`src/rtl/sseg_pkg.sv`:
```
// sseg_pkg: shared types and anode helper for the seven-segment scan controller
package sseg_pkg;
  localparam int NUM_DIGITS_DEFAULT = 4;
  typedef logic [3:0] digit_t;
  function automatic logic [7:0] an_onehot(input logic [2:0] idx, input logic en, input logic active_low);
    logic [7:0] v;
    v = en ? (8'd1 << idx) : 8'd0;
    return active_low ? ~v : v;
  endfunction
endpackage

```
`src/rtl/sseg_slot_timer.sv`:
```
// sseg_slot_timer: prescale counter and digit slot index with frame and dead-time flags
module sseg_slot_timer #(
  parameter int PRESCALE = 50000,
  parameter int NUM_DIGITS = 4,
  parameter int BLANK_CYCLES = 500,
  localparam int CW = $clog2(PRESCALE),
  localparam int IW = $clog2(NUM_DIGITS)
) (
  input  logic          clk,
  input  logic          reset,
  output logic [IW-1:0] idx,
  output logic          slot_wrap,
  output logic          frame_end,
  output logic          in_dead_time
);
  logic [CW-1:0] cnt;
  assign slot_wrap = cnt == CW'(PRESCALE - 1);
  assign frame_end = slot_wrap && idx == IW'(NUM_DIGITS - 1);
  assign in_dead_time = cnt < CW'(BLANK_CYCLES);
  always_ff @(posedge clk) begin
    if (reset) begin
      cnt <= '0;
      idx <= '0;
    end else begin
      cnt <= slot_wrap ? '0 : cnt + 1'b1;
      if (slot_wrap) idx <= frame_end ? '0 : idx + 1'b1;
    end
  end
endmodule

```
`src/rtl/sseg_digit_scanner.sv`:
```
// sseg_digit_scanner: double-buffered multiplexed scan of a common-anode seven-segment display
module sseg_digit_scanner
  import sseg_pkg::*;
#(
  parameter int NUM_DIGITS = NUM_DIGITS_DEFAULT,
  parameter int PRESCALE = 50000,
  parameter int BLANK_CYCLES = 500,
  parameter int AN_ACTIVE_LOW = 1,
  localparam int IW = $clog2(NUM_DIGITS)
) (
  input  logic                    clk,
  input  logic                    reset,
  input  logic                    load_valid,
  output logic                    load_ready,
  input  logic [4*NUM_DIGITS-1:0] load_data,
  input  logic [NUM_DIGITS-1:0]   load_dp,
  input  logic                    blank_lz,
  output digit_t                  hex,
  output logic                    dp,
  output logic [NUM_DIGITS-1:0]   an,
  output logic [IW-1:0]           digit_idx
);
  logic [IW-1:0] idx;
  logic slot_wrap, frame_end, in_dead_time, pend_full, blank_q, above, unused;
  logic [4*NUM_DIGITS-1:0] disp_data, pend_data;
  logic [NUM_DIGITS-1:0] disp_dp, pend_dp, sup;
  logic [7:0] an_full;
  sseg_slot_timer #(.PRESCALE(PRESCALE), .NUM_DIGITS(NUM_DIGITS), .BLANK_CYCLES(BLANK_CYCLES)) u_timer (
    .clk(clk),
    .reset(reset),
    .idx(idx),
    .slot_wrap(slot_wrap),
    .frame_end(frame_end),
    .in_dead_time(in_dead_time)
  );
  assign load_ready = !pend_full;
  always_ff @(posedge clk) begin
    if (reset) begin
      disp_data <= '0;
      disp_dp <= '0;
      pend_data <= '0;
      pend_dp <= '0;
      pend_full <= 1'b0;
      blank_q <= 1'b0;
    end else begin
      blank_q <= blank_lz;
      if (frame_end && pend_full) begin
        disp_data <= pend_data;
        disp_dp <= pend_dp;
        pend_full <= 1'b0;
      end else if (load_valid && !pend_full) begin
        pend_data <= load_data;
        pend_dp <= load_dp;
        pend_full <= 1'b1;
      end
    end
  end
  // A digit blanks only if everything above it also blanks; digit 0 always shows
  always_comb begin
    sup = '0;
    above = blank_q;
    for (int i = NUM_DIGITS - 1; i > 0; i--) begin
      sup[i] = above && disp_data[4*i +: 4] == 4'h0 && !disp_dp[i];
      above = sup[i];
    end
  end
  assign an_full = an_onehot(3'(idx), !in_dead_time && !sup[idx], AN_ACTIVE_LOW != 0);
  assign an = an_full[NUM_DIGITS-1:0];
  assign unused = ^{an_full, slot_wrap};
  assign hex = disp_data[4*idx +: 4];
  assign dp = disp_dp[idx];
  assign digit_idx = idx;
endmodule
```
`config.mk`:
```
export PLATFORM = sky130hd
export DESIGN_NAME = sseg_digit_scanner
export DESIGN_NICKNAME = d
export VERILOG_FILES = /design/src/rtl/sseg_pkg.sv /design/src/rtl/sseg_slot_timer.sv /design/src/rtl/sseg_digit_scanner.sv
export SDC_FILE = /design/constraint.sdc
export NUM_CORES = 1
export LEC_CHECK = 0
export ABC_AREA = 1
export BUFFER_PORTS_ARGS = -buffer_cell sky130_fd_sc_hd__buf_2
export CAP_MARGIN = 15
export CORE_MARGIN = 2
export CORE_UTILIZATION = 32
export CTS_BUF_LIST = sky130_fd_sc_hd__clkbuf_8
export CTS_CLUSTER_DIAMETER = 120
export DETAILED_ROUTE_END_ITERATION = 7
export SLEW_MARGIN = 25
export SYNTH_ARGS = -nofsm -noshare
export SYNTH_HDL_FRONTEND = slang
export SYNTH_HIERARCHICAL = 1
export SYNTH_SLANG_ARGS = --single-unit
```
`constraint.sdc`:
```
create_clock -name clk -period 3 [get_ports clk]
set_clock_uncertainty 0.1 [all_clocks]
set_input_delay 0.15 -clock clk [delete_from_list [all_inputs] [get_ports clk]]
set_output_delay 0.15 -clock clk [all_outputs]
set_load 0.02 [all_outputs]
```
==> metrics.txt <==
# TYPE chip_impl_metric gauge
chip_impl_info{name="status",value="complete, no violations"} 1
chip_impl_info{name="min_from",value="reset"} 1
chip_impl_metric{name="maxCapViolations",unit=""} 0
chip_impl_metric{name="number_of_antenna_violations_at_the_first_check_in_global_routing",unit=""} 0
chip_impl_info{name="worstSetupStartpoint",value="u_timer/cnt[0]"} 1
chip_impl_metric{name="ff2ff_path_depth",unit=""} 9
chip_impl_metric{name="grt_start_max_net_pins",unit=""} 29
chip_impl_metric{name="postCtsResizedCells",unit=""} 0
chip_impl_metric{name="grtUsageTotal",unit=""} 0.149
chip_impl_metric{name="placement.io_buffers",unit=""} 35
chip_impl_metric{name="setup_tns",unit="ns"} 0
chip_impl_metric{name="groute.layer.met1.usage",unit=""} 0.183
chip_impl_metric{name="p_per_area",unit="nW/um2"} 507
chip_impl_metric{name="timing.reg2reg.setup_slack",unit="ns"} 0.84
chip_impl_metric{name="grt.overflow.total",unit=""} 0
chip_impl_metric{name="yosysWarnings",unit=""} 6
chip_impl_metric{name="row_count",unit=""} 33
chip_impl_info{name="most-common-layout-cells",value="124 x nand2_1, 60 x dfxtp_1, 44 x a21oi_1"} 1
chip_impl_metric{name="report.final.setup_viol",unit=""} 0
chip_impl_metric{name="detailroute.via_count",unit=""} 2533
chip_impl_metric{name="pre_cts_ws",unit="ns"} 0.894
chip_impl_metric{name="cp_max_fo",unit=""} 23
chip_impl_metric{name="core_region_area",unit="um2"} 8220
chip_impl_metric{name="drt_drc_violations_left",unit=""} 0
chip_impl_info{name="cts_tree",value="built"} 1
chip_impl_metric{name="post_syn_instances",unit=""} 386
chip_impl_info{name="critical_path_class",value="register to register"} 1
chip_impl_metric{name="leakage",unit="nW"} 1.27
chip_impl_metric{name="worst_slew_margin_rel",unit=""} 0.700
chip_impl_info{name="hold_path_end",value="pend_data[9]"} 1
chip_impl_metric{name="post-place-cells",unit=""} 514
chip_impl_metric{name="final_antenna_net_count",unit=""} 0
chip_impl_metric{name="slowest_delay",unit="ns"} 0.40
chip_impl_info{name="worst_r2r_startpoint",value="u_timer/cnt[0]"} 1
chip_impl_metric{name="ir_drop",unit="uV"} 446
chip_impl_metric{name="hold_violations",unit=""} 0
chip_impl_metric{name="drive_gt1_frac",unit=""} 0.177
chip_impl_info{name="start_kind",value="register"} 1
chip_impl_info{name="rsz0062_at_grt",value="no"} 1
chip_impl_metric{name="die_width",unit="um"} 96.2
chip_impl_metric{name="grt_pass1_wl",unit="um"} 10700
chip_impl_info{name="clockRootBuffer",value="clkbuf_8"} 1
chip_impl_metric{name="first_pass_detailed_route_iteration_total",unit=""} 4
chip_impl_metric{name="layout.nets",unit=""} 467
chip_impl_metric{name="antenna-diode-count",unit=""} 0
chip_impl_metric{name="post_synth.cell_area_avg",unit="um2"} 7.05
chip_impl_metric{name="critPathArrivalTime",unit="ns"} 2.33
chip_impl_metric{name="slew_violations",unit=""} 0
chip_impl_metric{name="dr.first_iter.drc_count",unit=""} 100
chip_impl_info{name="crit_path_cell_trace",value="ha_1, nand3_2, nor2_1, nand2_1, nor2_1, nand2_2, inv_4, nand2_1, a21oi_1"} 1
chip_impl_metric{name="netlist_area",unit="um2"} 2720
chip_impl_metric{name="use_met2",unit=""} 0.247
chip_impl_metric{name="via_count_of_the_first_global_routing_pass",unit=""} 2336
chip_impl_metric{name="finalWorstSetupSlack",unit="ns"} 0.840
chip_impl_metric{name="htree_num_levels",unit=""} 3
chip_impl_metric{name="routed_wire_length_per_instance",unit="um"} 11.7
chip_impl_metric{name="routed_via_density",unit=""} 4.60
chip_impl_metric{name="holdPathStages",unit=""} 2
chip_impl_metric{name="worst_skew_pair.late_latency",unit="ns"} 0.34
chip_impl_metric{name="clock.fmax",unit="GHz"} 0.463
chip_impl_metric{name="clock_path_buffers",unit=""} 2
chip_impl_metric{name="final_core_util",unit=""} 0.409
chip_impl_metric{name="floorplan.initialDensity",unit=""} 0.331
chip_impl_info{name="end_kind",value="register"} 1
chip_impl_metric{name="worst-endpoint-required",unit="ns"} 3.17
chip_impl_metric{name="clk_pin_slew",unit="ns"} 0.08
chip_impl_metric{name="floorplan_die_area",unit="um2"} 9260
chip_impl_metric{name="finalCritPeriodShare",unit=""} 0.720
chip_impl_metric{name="syn_to_final_growth",unit="%"} 23.4
chip_impl_metric{name="finalCriticalPeriod",unit="ns"} 2.16
chip_impl_metric{name="numCtsBuffers",unit=""} 9
chip_impl_info{name="path_category_of_the_worst_min_delay_check",value="primary input to register"} 1
chip_impl_info{name="globalRoute.busiestLayer",value="met2"} 1
chip_impl_metric{name="floorplan.die.height",unit="um"} 96.2
chip_impl_metric{name="synth_nets",unit=""} 412
chip_impl_metric{name="wirelength",unit="um"} 6440
chip_impl_metric{name="number_of_ports_placed_on_the_die_boundary",unit=""} 36
chip_impl_metric{name="worstMarginPinSlew",unit="ns"} 0.449
chip_impl_metric{name="final_hold_slack",unit="ns"} 0.0885
chip_impl_metric{name="gp_congestion",unit=""} 0.809
chip_impl_metric{name="hpwlAfterDp",unit="um"} 4480
chip_impl_info{name="layout_commonest_cell",value="nand2_1"} 1
chip_impl_metric{name="use_met3",unit=""} 0.0446
chip_impl_metric{name="cts.sinks",unit=""} 60
chip_impl_metric{name="finish.cell_count_without_fillers",unit=""} 551
chip_impl_metric{name="cts_post_setup_buffers_inserted",unit=""} 0
chip_impl_info{name="cp_slowest_cell",value="dfxtp_1"} 1
chip_impl_info{name="crit-reg2reg-capture",value="disp_data[13]"} 1
## worst max-delay path, delay by kind of cell, from the launching register on
family          cells  cell delay, ns
fa+ha+maj           1            0.23
compound gates      1            0.14
flops               1            0.40
buf+inv             1            0.29
simple gates        6            0.95
## routing by layer
layer	vias up	wire (um)
met5	-	0
met4	0	60
met3	5	214
met2	36	3060
met1	1153	3100
li1	1339	-
## report_power, final
| group | internal (mW) | switching [mW] | leakage (nW) | total, mW |
|---|---|---|---|---|
| clock | 0.398 | 0.375 | 0.0988 | 0.773 |
| sequential | 0.817 | 0.0136 | 0.487 | 0.831 |
| combinational | 0.0469 | 0.0535 | 0.688 | 0.100 |
## sequential cells by signal, indices dropped and copies added, names as in the netlist
| name | count |
|---|---|
| blank_q | 1 |
| u_timer/cnt | 16 |
| pend_data | 16 |
| u_timer/idx | 2 |
| disp_dp | 4 |
| pend_full | 1 |
| disp_data | 16 |
| pend_dp | 4 |
## metrics by stage
step	total power [mW]	area, um2
finish	1.70	3360
global route	1.77	3360
CTS	1.73	3360
detailed placement	0.930	2940
global placement	0.928	2940
floorplan	0.906	2720
## worst max path at each step
stage                    end  slack (ns)  cells past startpoint
3_5_place_dp    disp_data[9]        0.89                      9
6_report       disp_data[13]        0.84                      9
5_1_grt         disp_data[0]        0.63                      9
3_3_place_gp      disp_dp[3]        0.97                      9
2_1_floorplan     disp_dp[2]        1.36                      8
4_1_cts        disp_data[13]        0.85                      9
## area by class of cell
| cell class | count | area (um2) |
|---|---|---|
| fillers | 844 | 4860 |
| well taps | 105 | 131 |
| repair buffers | 57 | 393 |
| flip-flops and latches | 60 | 1200 |
| multi-input cells | 280 | 1300 |
| inverters | 33 | 126 |
| clock buffers | 9 | 124 |
| clock inverters | 7 | 82.6 |
## timing repair
| item | in CTS | in global routing |
|---|---|---|
| setup endpoints to repair | 0 | 0 |
| hold endpoints to repair | 21 | 0 |
| hold buffers | 21 | 0 |
No activity file was read; power rests on OpenSTA's default activity.
